$ cat src/rtl/rd_rob_pkg.sv
// Shared widths, response codes and entry type for the read reorder buffer.
// Optional feature macro used by rd_rob: RD_ROB_BYPASS_EN.
`ifndef TID_WIDTH
`define TID_WIDTH 3
`endif
`ifndef AXI_DATA_WIDTH
`define AXI_DATA_WIDTH 32
`endif
`ifndef AXI_ID_WIDTH
`define AXI_ID_WIDTH 4
`endif

package rd_rob_pkg;
    localparam int TID_W      = `TID_WIDTH;
    localparam int AXI_DATA_W = `AXI_DATA_WIDTH;
    localparam int AXI_ID_W   = `AXI_ID_WIDTH;

    localparam logic [1:0] RRESP_OKAY = 2'b00;

    typedef struct packed {
        logic [AXI_ID_W-1:0]   id;
        logic [AXI_DATA_W-1:0] data;
    } rob_entry_t;
endpackage

$ cat src/rtl/rd_rob_storage.sv
// Entry storage for rd_rob: ID/data arrays, hit and refill write ports,
// one read port at the head, and the per-entry filled bits.
module rd_rob_storage #(
    parameter int TID_WIDTH  = 3,
    parameter int DATA_WIDTH = 32,
    parameter int ID_WIDTH   = 4
) (
    input  logic                      clk,
    input  logic                      rst,
    input  logic                      alloc_en,
    input  logic [TID_WIDTH-1:0]      alloc_idx,
    input  logic [ID_WIDTH-1:0]       alloc_id,
    input  logic                      hit_en,
    input  logic [TID_WIDTH-1:0]      hit_idx,
    input  logic [DATA_WIDTH-1:0]     hit_data,
    input  logic                      refill_en,
    input  logic [TID_WIDTH-1:0]      refill_idx,
    input  logic [DATA_WIDTH-1:0]     refill_data,
    input  logic                      clr_en,
    input  logic [TID_WIDTH-1:0]      rd_idx,
    output logic [ID_WIDTH-1:0]       rd_id,
    output logic [DATA_WIDTH-1:0]     rd_data,
    output logic [2**TID_WIDTH-1:0]   filled
);
    localparam int DEPTH = 2**TID_WIDTH;

    logic [ID_WIDTH-1:0]   id_mem   [DEPTH];
    logic [DATA_WIDTH-1:0] data_mem [DEPTH];

    always_ff @(posedge clk) begin
        if (alloc_en)  id_mem[alloc_idx]    <= alloc_id;
        if (hit_en)    data_mem[hit_idx]    <= hit_data;
        if (refill_en) data_mem[refill_idx] <= refill_data;
    end

    // Clear and set never target the same entry: the top only enables
    // writes to allocated, unfilled entries that are not being retired.
    always_ff @(posedge clk) begin
        if (rst) begin
            filled <= '0;
        end else begin
            for (int i = 0; i < DEPTH; i++) begin
                if ((clr_en && rd_idx == TID_WIDTH'(i)) ||
                    (alloc_en && alloc_idx == TID_WIDTH'(i)))
                    filled[i] <= 1'b0;
                else if ((hit_en && hit_idx == TID_WIDTH'(i)) ||
                         (refill_en && refill_idx == TID_WIDTH'(i)))
                    filled[i] <= 1'b1;
            end
        end
    end

    assign rd_id   = id_mem[rd_idx];
    assign rd_data = data_mem[rd_idx];
endmodule

$ cat src/rtl/rd_rob.sv
// Read reorder buffer: hands out TIDs in order, accepts out-of-order hit and
// refill data, and returns AXI R beats in allocation order.
// Optional head-write bypass into the output slot: RD_ROB_BYPASS_EN.
module rd_rob
    import rd_rob_pkg::*;
#(
    parameter int TID_WIDTH  = TID_W,
    parameter int DATA_WIDTH = AXI_DATA_W,
    parameter int ID_WIDTH   = AXI_ID_W
) (
    input  logic                          clk,
    input  logic                          rst,
    input  logic                          alloc_valid_i,
    input  logic [ID_WIDTH-1:0]           alloc_id_i,
    output logic                          alloc_ready_o,
    output logic [TID_WIDTH-1:0]          alloc_tid_o,
    input  logic                          rob_wren_i,
    input  logic [TID_WIDTH+DATA_WIDTH-1:0] rob_data_i,
    output logic                          rob_afull_o,
    input  logic                          refill_valid_i,
    input  logic [TID_WIDTH-1:0]          refill_tid_i,
    input  logic [DATA_WIDTH-1:0]         refill_data_i,
    output logic                          refill_ready_o,
    output logic [ID_WIDTH-1:0]           rid_o,
    output logic [DATA_WIDTH-1:0]         rdata_o,
    output logic [1:0]                    rresp_o,
    output logic                          rlast_o,
    output logic                          rvalid_o,
    input  logic                          rready_i,
    output logic                          err_o
);
    localparam int DEPTH = 2**TID_WIDTH;

    logic [TID_WIDTH-1:0]  head, tail;
    logic [TID_WIDTH:0]    count;
    logic [DEPTH-1:0]      filled, allocated;
    logic [TID_WIDTH-1:0]  hit_tid;
    logic [DATA_WIDTH-1:0] hit_data;
    logic [ID_WIDTH-1:0]   rd_id;
    logic [DATA_WIDTH-1:0] rd_data;
    logic [TID_WIDTH:0]    pending;
    logic                  alloc_fire, same_tid, hit_ok, refill_ok, err_set;
    logic                  slot_free, load_norm, bypass, retire, hit_en, refill_en;
    logic [DATA_WIDTH-1:0] byp_data;

    assign {hit_tid, hit_data} = rob_data_i;

    assign alloc_ready_o  = (count < (TID_WIDTH+1)'(DEPTH));
    assign alloc_tid_o    = tail;
    assign refill_ready_o = 1'b1;
    assign alloc_fire     = alloc_valid_i & alloc_ready_o;

    // An entry is live when its distance from head is below count.
    always_comb begin
        allocated = '0;
        for (int i = 0; i < DEPTH; i++) begin
            logic [TID_WIDTH-1:0] offset;
            offset       = TID_WIDTH'(i) - head;
            allocated[i] = ({1'b0, offset} < count);
        end
    end

    always_comb begin
        pending = '0;
        for (int i = 0; i < DEPTH; i++)
            pending = pending + (TID_WIDTH+1)'(filled[i]);
    end

    assign same_tid  = rob_wren_i & refill_valid_i & (hit_tid == refill_tid_i);
    assign hit_ok    = rob_wren_i & allocated[hit_tid] & ~filled[hit_tid] & ~same_tid;
    assign refill_ok = refill_valid_i & allocated[refill_tid_i] & ~filled[refill_tid_i];
    assign err_set   = (rob_wren_i & (~allocated[hit_tid] | filled[hit_tid]))
                     | (refill_valid_i & (~allocated[refill_tid_i] | filled[refill_tid_i]))
                     | same_tid;

    assign slot_free = ~rvalid_o | rready_i;
    assign load_norm = slot_free & filled[head] & (count != '0);

`ifdef RD_ROB_BYPASS_EN
    logic byp_hit, byp_refill;
    assign byp_hit    = hit_ok & (hit_tid == head);
    assign byp_refill = refill_ok & (refill_tid_i == head);
    assign bypass     = slot_free & ~filled[head] & (byp_hit | byp_refill);
    assign byp_data   = byp_refill ? refill_data_i : hit_data;
`else
    assign bypass   = 1'b0;
    assign byp_data = '0;
`endif

    assign retire    = load_norm | bypass;
    assign hit_en    = hit_ok & ~(bypass & (hit_tid == head));
    assign refill_en = refill_ok & ~(bypass & (refill_tid_i == head));

    rd_rob_storage #(
        .TID_WIDTH  (TID_WIDTH),
        .DATA_WIDTH (DATA_WIDTH),
        .ID_WIDTH   (ID_WIDTH)
    ) u_storage (
        .clk         (clk),
        .rst         (rst),
        .alloc_en    (alloc_fire),
        .alloc_idx   (tail),
        .alloc_id    (alloc_id_i),
        .hit_en      (hit_en),
        .hit_idx     (hit_tid),
        .hit_data    (hit_data),
        .refill_en   (refill_en),
        .refill_idx  (refill_tid_i),
        .refill_data (refill_data_i),
        .clr_en      (retire),
        .rd_idx      (head),
        .rd_id       (rd_id),
        .rd_data     (rd_data),
        .filled      (filled)
    );

    always_ff @(posedge clk) begin
        if (rst) begin
            head        <= '0;
            tail        <= '0;
            count       <= '0;
            err_o       <= 1'b0;
            rob_afull_o <= 1'b0;
            rvalid_o    <= 1'b0;
            rid_o       <= '0;
            rdata_o     <= '0;
            rresp_o     <= '0;
            rlast_o     <= 1'b0;
        end else begin
            if (alloc_fire) tail <= tail + 1'b1;
            if (retire)     head <= head + 1'b1;
            count <= count + {{TID_WIDTH{1'b0}}, alloc_fire} - {{TID_WIDTH{1'b0}}, retire};
            if (err_set) err_o <= 1'b1;
            rob_afull_o <= (pending >= (TID_WIDTH+1)'(DEPTH-1));
            if (retire) begin
                rvalid_o <= 1'b1;
                rid_o    <= rd_id;
                rdata_o  <= bypass ? byp_data : rd_data;
                rresp_o  <= RRESP_OKAY;
                rlast_o  <= 1'b1;
            end else if (rready_i) begin
                rvalid_o <= 1'b0;
            end
        end
    end
endmodule

$ cat config.mk
export PLATFORM = sky130hd
export DESIGN_NAME = rd_rob
export DESIGN_NICKNAME = d
export VERILOG_FILES = /design/src/rtl/rd_rob_pkg.sv /design/src/rtl/rd_rob_storage.sv /design/src/rtl/rd_rob.sv
export SDC_FILE = /design/constraint.sdc
export NUM_CORES = 1
export LEC_CHECK = 0
export CAP_MARGIN = 20
export CORE_UTILIZATION = 65
export CTS_BUF_LIST = sky130_fd_sc_hd__clkbuf_4 sky130_fd_sc_hd__clkbuf_8
export DETAILED_ROUTE_END_ITERATION = 8
export DONT_BUFFER_PORTS = 1
export GPL_TIMING_DRIVEN = 1
export PLACE_DENSITY_LB_ADDON = 0.05
export SETUP_SLACK_MARGIN = 0.3
export SYNTH_ARGS = -nofsm -noshare
export SYNTH_HDL_FRONTEND = slang
export SYNTH_SLANG_ARGS = --single-unit
$ cat constraint.sdc
create_clock -name clk -period 10.1 [get_ports clk]
set_input_delay 2.02 -clock clk [delete_from_list [all_inputs] [get_ports clk]]
set_output_delay 2.02 -clock clk [all_outputs]
set_load 0.005 [all_outputs]
==> results of run 1 <==
==> flip-flops by register name (all words and copies together) (netlist names) <==
name	flops
alloc_tid_o	3
count	4
err_o	1
head	3
rdata_o	32
rid_o	4
rlast_o	1
rob_afull_o	1
rvalid_o	1
u_storage.data_mem	256
u_storage.filled	8
u_storage.id_mem	32
==> cell usage after synthesis (4+ instances only) <==
library cell,count,area share [%]
edfxtp_1,288,50
mux2_2,225,15
nand2_1,199,4.3
mux4_2,76,9.9
nor2_1,59,1.3
dfxtp_1,58,6.7
a311oi_1,38,1.9
clkbuf_1,34,0.74
ha_1,34,2.5
inv_1,32,0.69
buf_2,26,0.75
o21ai_0,23,0.66
a21oi_1,17,0.49
buf_1,10,0.22
nand3_1,9,0.26
nand2b_1,7,0.25
nor2b_1,7,0.25
nor3_1,6,0.17
a21o_1,5,0.22
fa_1,5,0.58
xnor2_1,5,0.25
buf_6,4,0.26
==> metal layers <==
layer	GRT usage [%]	vias up
met5	0	-
met3	5.495	70
met2	53.14	389
met1	39.23	5346
li1	-	4720
met4	9.339	0
==> cell usage in the layout, fill, tap and decap left out, types with 26 or more instances in the layout <==
| cell type | n |
|---|---|
| mux4_2 | 76 |
| clkbuf_4 | 26 |
| a311oi_1 | 38 |
| ha_1 | 34 |
| mux2_2 | 225 |
| nor2_1 | 59 |
| inv_1 | 32 |
| clkbuf_8 | 65 |
| edfxtp_1 | 288 |
| dfxtp_1 | 55 |
| nand2_1 | 199 |
==> kinds of logic (layout without fill, tap and decap cells) <==
family	count (synthesis)	count (layout)	share of synthesized area (%)
other cells	2	3	0.04329
buf+inv	110	163	2.805
compound gates	117	117	5.027
simple gates	308	308	7.558
fa+ha+maj	39	39	3.029
xor+xnor	7	7	0.3534
flops	346	346	56.54
mux	304	304	24.64
==> power breakdown <==
group / total [W] / switching, W / internal (W) / leakage, nW
logic: 0.000380 / 0.000211 / 0.000168 / 2.76
registers: 0.00165 / 0.0000338 / 0.00162 / 3.08
clock network: 0.00122 / 0.000541 / 0.000683 / 0.623
==> through the flow <==
step,std cells,instance area (sq um),hold slack [ps]
6_report,1622,18900,504.1
5_1_grt,1622,18900,533.6
4_1_cts,1621,18880,503.3
3_5_place_dp,1517,17720,493.8
3_3_place_gp,1517,17720,483.1
2_1_floorplan,1234,17350,465.0
==> final timing paths <==
check                             from                                 end  slack [ps]  cells past startpoint
setup / recovery  head[1]$_SDFFE_PP0P_  u_storage.data_mem[6][1]$_DFFE_PP_        5110                     15
hold / removal    rlast_o$_SDFFE_PP0P_                rlast_o$_SDFFE_PP0P_         500                      2
hold reg to reg   rlast_o$_SDFFE_PP0P_                rlast_o$_SDFFE_PP0P_         500                      2
setup reg to reg  head[1]$_SDFFE_PP0P_  u_storage.data_mem[6][1]$_DFFE_PP_        5110                     15
==> tightest hold or removal path, stage by stage, from the launching register on <==
cell	delay, ps
dfxtp_1	320
nor2_1	100
nor2_1	40
==> final cells by class <==
| cell class | count | area share, % |
|---|---|---|
| clock buffer | 91 | 5.765 |
| clock inverter | 13 | 0.3707 |
| multi-input combinational | 778 | 37.95 |
| sequential | 346 | 51.94 |
| inverter | 33 | 0.6553 |
| timing repair buffer | 26 | 1.099 |
| tap | 335 | 2.217 |
==> impl.org, run 1 <==
** Run status
- The flow ran to the end, but the final reports show violations.
- Failing checks :: DRC

** Floorplan
- Total Die Area :: 27350 sq um
- The initialized floorplan defines 59 standard-cell rows.
- Die width :: 165.4 um
- The die is 165.4 um tall.
- Once the floorplan was initialized, standard cells occupied 66.39% of the core.
- CORE AREA :: 26130 sq um
- Boundary pin count :: 127

** Logic synthesis
- Yosys mapped the design onto 60 distinct sky130hd cell types.
- Number of enable flip-flop cells after synthesis :: 288
- After synthesis, the share of flip-flops with an asynchronous set or reset is 0%.
- During synthesis, Yosys emitted a total of 0 warnings.
- Among all flip-flop cells after synthesis, the most frequent one is edfxtp_1.
- After synthesis, the mean cell area works out to 14.07 sq um.
- Synthesized area :: 17350 sq um
- After synthesis, flip-flops and latches occupy 56.54% of the total area.
- In the synthesized netlist, the number of instances is 1233.
- Flip-flop and latch count after synthesis :: 346

** Clock network
- H-tree Lvls :: 2
- Skew-Pair Late Insertion Delay :: 590 ps
- Clock tree from TritonCTS :: built
- Post-cts resize count :: 0
- Setup Buffers After CTS :: 0
- Clock tree buffer depth :: 3
- TritonCTS created 55 clock buffers.
- Clock-pin slew on the worst setup and hold paths :: 50 ps
- Buffers inserted to repair hold after CTS numbered 0.
- Clock sink total :: 346
- Clock root buffer :: clkbuf_8

** Route
- First-pass iteration count of the detailed router :: 7
- Antenna violation net count after detailed routing :: 0
- After detailed routing, the met3 layer carries 2.781 mm of wire.
- Using the TritonRoute via totals, the vias-per-cell ratio works out to 6.489.
- Wire segments on met2 add up to 20.57 mm in the final route.
- The detailed router put a total of 16.43 mm of wire on met1.
- Average routed wire per standard cell :: 25.08 um
- Detailed-route wire length :: 40.68 mm
- Total via count after detailed routing :: 10525
- DRC errors left :: 14
- After detailed routing, no signal wire sits above met4.
- The detailed router finished its first iteration with 890 violations.

** Place
- Post-DP HPWL :: 23.56 mm
- IO buf count :: 0
- Routability-driven placement congestion ratio :: 0.9464
- Placement Setup Slack :: 5119 ps

** Setup path
- Cells along the critical path :: buf_4, inv_2, buf_4, ha_1, ha_1, inv_1, ha_1, a21oi_1, o21ai_0, a22oi_1, o211ai_2, nor3_4, buf_4, o21bai_4, buf_4
- The slowest stage of the critical path belongs to the cell buf_4.
- Most common cell type on the critical path :: buf_4
- For the worst setup path, the data arrival time is 5240 ps.
- Data required time of the worst path :: 10350 ps
- Family of cells with the greatest summed delay on the critical path :: buffers and inverters
- Crit Path Category :: reg2reg
- The worst setup path is launched from a flop.
- Number of buffer and inverter stages on the critical path :: 6
- Slowest Stage Delay on Critical Path :: 550 ps
- Critical path peak fanout :: 45
- Crit end category :: flop

** Layout
- Of the cells placed in the final design, the portion with a size suffix greater than 1 is 35.20%.
- Total Nets Final :: 1359
- Measured on the finished design, the core utilization comes to 72.34%.
- Number of antenna cells inserted :: 0
- From synthesis to final layout, the design area changed by 8.957%.
- Register area :: 9818 sq um
- Count of filler cells inserted in the layout :: 1734
- Multi-input combinational cell area :: 7174 sq um

** Global routing
- Remaining global-route overflow :: 0
- Pin count of the biggest net entering global routing :: 81
- The number of antenna violations at the first check in global routing came to 0.
- Number of global-route vias before repair :: 10670
- The first global-routing pass estimated 61.75 mm of wire.
- Overall global routing resource usage :: 30.61%

** Timing
- The final max-slew violation count was 0.
- Post-route fraction of the period consumed by the critical path :: 49.41%
- Worst path setup slack after routing :: 5110 ps
- Peak Freq :: 200.4 MHz
- Setup violations remaining at the end of the flow were counted as 0.
- Setup repair after global routing missed its margin :: no
- After layout, the minimum clock period comes to 4990 ps.
- Final sum of negative setup slack :: 0 ps
- The final-report hold violation count was 0.
- Clock skew :: 28.44 ps
- Slew at the pin closest to its max-slew limit :: 1058 ps
- In this run the tightest slew margin relative to its limit is 29.47%.

** Pwr
- Overall power consumption after layout is estimated at 0.003256 W.
- Summed over all cells, the static leakage comes to 6.458 nW.
- In this run the power density over the cells is 172.3 nW/um^2.
- Peak VDD IR :: 0.1238 mV

** Job
- Max-cap violations in this run came to 0.

** Worst hold path
- Min-Delay Path Class :: reg2reg
Power figures use the tool's default switching activity.
==> run 2, diff against run 1 <==
--- a/config.mk
+++ b/config.mk
@@ -6,7 +6,7 @@
 export NUM_CORES = 1
 export LEC_CHECK = 0
 export CAP_MARGIN = 20
-export CORE_UTILIZATION = 65
+export CORE_UTILIZATION = 60
 export CTS_BUF_LIST = sky130_fd_sc_hd__clkbuf_4 sky130_fd_sc_hd__clkbuf_8
 export DETAILED_ROUTE_END_ITERATION = 8
 export DONT_BUFFER_PORTS = 1
==> constraint.sdc (replaced) <==
create_clock -name clk -period 4 [get_ports clk]
set_input_delay 0.8 -clock clk [delete_from_list [all_inputs] [get_ports clk]]
set_output_delay 0.8 -clock clk [all_outputs]
set_load 0.005 [all_outputs]
==> run 2 against run 1 <==
Compared with the run above:
- the run now ends clean
- largest cell class unchanged
- clock power grew to 2.6 times the previous value
- non-clock buffer count grew 16
- wire length grew 3.2%
- worst hold slack lost 220 ps
- combinational power grew to 2.6 times the previous value
==> impl.org, run 2 (same netlist as run 1, synthesis figures left out) <==
** Route
- The number of vias per cell was 6.360 (was 6.489).
- DRC errors left :: 0 (was 14)
- Number of design-rule violations left by the first detailed-router iteration :: 804 (was 890)
- The detailed-route wire length per cell was 24.97 um (was 25.08 um).
- The final wirelength came to 41.98 mm (was 40.68 mm).
- First-pass iteration count of the detailed router :: 4 (was 7)
- Antenna violation net count after detailed routing :: 0 (unchanged)
- Total via count after detailed routing :: 10692 (was 10525)

** Timing
- The worst relative slew slack is 37.49% (was 29.47%).
- The clock skew after layout is 24.19 ps (was 28.44 ps).
- Slew at the pin closest to its max-slew limit :: 937.6 ps (was 1058 ps)
- Final Hold Violating Endpoints :: 0 (unchanged)
- The top achievable clock speed is 285.9 MHz (was 200.4 MHz).
- The smallest hold slack is 284.6 ps (was 504.1 ps).
- Min Tclk post-route :: 3498 ps (was 4990 ps)
- Setup repair after global routing missed its margin :: no (unchanged)
- The final max-slew violation count is 0 (unchanged).
- The post-route fraction of the period consumed by the critical path is 87.44% (was 49.41%).
- The count of endpoints failing setup in the final report came to 0 (unchanged).
- Final sum of negative setup slack :: 0 ps (unchanged)

** Place
- Routability-driven placement congestion ratio :: 0.9405 (was 0.9464)
- The instance count after placement with tap cells included came to 1577 (was 1517).
- The count of input and output buffers is 0 (unchanged).
- The post-place instance area came to 18030 sq um (was 17720 sq um).
- Post-DP HPWL :: 25.57 mm (was 23.56 mm)

** Layout
- The utilization after layout came to 68.39% (was 72.34%).
- Commonest non-fill, non-tap cell in the layout :: edfxtp_1 (unchanged)
- The multi-input gate area in the final layout is 7174 sq um (unchanged).
- Share of layout cells above drive strength 1 :: 36.15% (was 35.20%)
- Most flops, register :: u_storage.data_mem (unchanged)
- The number of standard cells in the layout, taps in and fillers out is 1681 (was 1622).
- Largest registers: u_storage.data_mem (256), rdata_o (32), u_storage.id_mem (32) (unchanged).
- Register area :: 9818 sq um (unchanged)
- The number of diodes added for antenna fixing is 0 (unchanged).
- Most frequent cells in the layout: 288 x edfxtp_1, 225 x mux2_2, 199 x nand2_1 (unchanged).
- The flip-flop count of the largest register after layout was 256 (unchanged).
- The number of filler instances in the final layout came to 2043 (was 1734).
- Total Nets Final :: 1376 (was 1359)
- The post-layout instance area was 19210 sq um (was 18900 sq um).
- Area growth, synth to finish :: 10.72% (was 8.957%)

** Setup path
- The category of the critical setup timing path is reg2reg (unchanged).
- The element type at the critical path end was a flop (unchanged).
- The family with the most delay on the worst path was compound AO/OA/AOI/OAI gates (was buffers and inverters).
- Cells along the critical path: inv_1, ha_1, ha_1, inv_1, ha_1, a21oi_1, o21ai_0, a22oi_1, o211ai_2, nor3_4, buf_12, o21bai_4, buf_12 (was buf_4, inv_2, buf_4, ha_1, ha_1, inv_1, ha_1, a21oi_1, o21ai_0, a22oi_1, o211ai_2, nor3_4, buf_4, o21bai_4, buf_4).
- Most common cell type on the critical path :: ha_1 (was buf_4)
- The startpoint of the lowest-slack register-to-register path is head[0]$_SDFFE_PP0P_ (was head[1]$_SDFFE_PP0P_).
- The critical path buffer and inverter count is 4 (was 6).
- The launching instance or port of the critical path is head[0]$_SDFFE_PP0P_ (was head[1]$_SDFFE_PP0P_).
- The critical-path cell with the highest stage delay is dfxtp_4 (was buf_4).
- Slowest Stage Delay on Critical Path :: 410 ps (was 550 ps)
- Critical path peak fanout :: 33 (was 45)
- The arrival time reported for the critical path endpoint was 3800 ps (was 5240 ps).
- The critical path data required time came to 4300 ps (was 10350 ps).
- Setup crit start kind :: flop (unchanged)

** Clock network
- Clock-pin slew on the worst setup and hold paths :: 60 ps (was 50 ps)
- H-tree Lvls :: 2 (unchanged)
- Skew-Pair Late Insertion Delay :: 600 ps (was 590 ps)
- The number of cells upsized or downsized after cts came to 0 (unchanged).
- The maximum number of buffers from clock root to sink was 3 (unchanged).
- The total clock buffers created by CTS was 56 (was 55).
- The number of buffers added for setup after CTS is 0 (unchanged).
- Hold Buf Count CTS :: 0 (unchanged)
- The TritonCTS clock tree is built (unchanged).
- The clock net sink count came to 346 (unchanged).
- Clock root buffer :: clkbuf_8 (unchanged)

** Pwr
- Leak :: 6.578 nW (was 6.458 nW)
- Cell area power density :: 435.1 nW/um^2 (was 172.3 nW/um^2)
- Peak VDD IR :: 0.2984 mV (was 0.1238 mV)

** Global routing
- The global-route congestion overflow total is 0 (unchanged).
- The via count of the first global-routing pass was 10851 (was 10670).
- The aggregate global-route resource usage came to 29.33% (was 30.61%).
- Pin count of the biggest net entering global routing :: 59 (was 81)
- The number of antenna violations at the first check in global routing is 0 (unchanged).
- First-pass GRT wire length :: 63.91 mm (was 61.75 mm)

** Floorplan
- Initial Util :: 61.77% (was 66.39%)
- The overall die width was 172.0 um (was 165.4 um).
- CORE AREA :: 28090 sq um (was 26130 sq um)
- Chip Height :: 172.0 um (was 165.4 um)
- The I/O pin count was 127 (unchanged).
- The number of placement rows is 61 (was 59).
- Total Die Area :: 29600 sq um (was 27350 sq um)

** Worst hold path
- Min-Delay Path Class :: in2reg (was reg2reg)
- The worst min-delay path startpoint is rst (was rlast_o$_SDFFE_PP0P_).

** Job
- The reported max-cap violation count came to 0 (unchanged).

** Run status
- Outcome: completed (was complete, but fails checks).
run 2: changes by cell type in the layout (fill, tap and decap cells not counted):
cell,delta
buf_12,+9
buf_4,+7
clkbuf_4,+4
clkinv_1,-2
bufinv_16,+1
clkbuf_8,-1
clkinv_2,-1
inv_12,-1
inv_6,-1
inv_8,+1
run 2: final cells by class:
type	count	area share, %
tap	378	2.462
multi-input combinational	778	37.35
timing repair buffer	42	2.293
inverter	33	0.6448
sequential	346	51.11
clock inverter	10	0.3843
clock buffer	94	5.758
run 2: path summary, 6_finish.rpt:
path / endpoint / slack, ps / cells past startpoint
max: u_storage.data_mem[6][5]$_DFFE_PP_ / 500 / 13
min: alloc_tid_o[2]$_SDFFE_PP0P_ / 280 / 1
max reg2reg: u_storage.data_mem[6][5]$_DFFE_PP_ / 500 / 13
min reg2reg: rlast_o$_SDFFE_PP0P_ / 500 / 2
run 2: layer usage:
| metal | GRT usage (%) | wire length, um | vias to the layer above |
|---|---|---|---|
| met2 | 48.67 | 20410 | 379 |
| met3 | 6.065 | 2868 | 76 |
| met4 | 9.042 | 963 | 0 |
| li1 | - | - | 4771 |
| met5 | 0 | 0 | - |
| met1 | 38.95 | 17740 | 5466 |
run 2: where the power goes:
part / switching, W / leakage [nW] / total (W) / internal (W)
Sequential: 0.0000797 / 3.08 / 0.00417 / 0.00409
Combinational: 0.000542 / 2.86 / 0.000994 / 0.000452
Clock: 0.00140 / 0.636 / 0.00320 / 0.00180
Total: 0.00202 / 6.58 / 0.00836 / 0.00634
run 2: metrics by stage:
step / setup WS [ps] / total power [W]
after global routing: 351.9 / 0.008662
after floorplan: 171.5 / 0.004963
after global placement: 619.9 / 0.005201
after CTS: 530.0 / 0.008401
final: 502.2 / 0.008359
after detailed placement: 549.4 / 0.005227
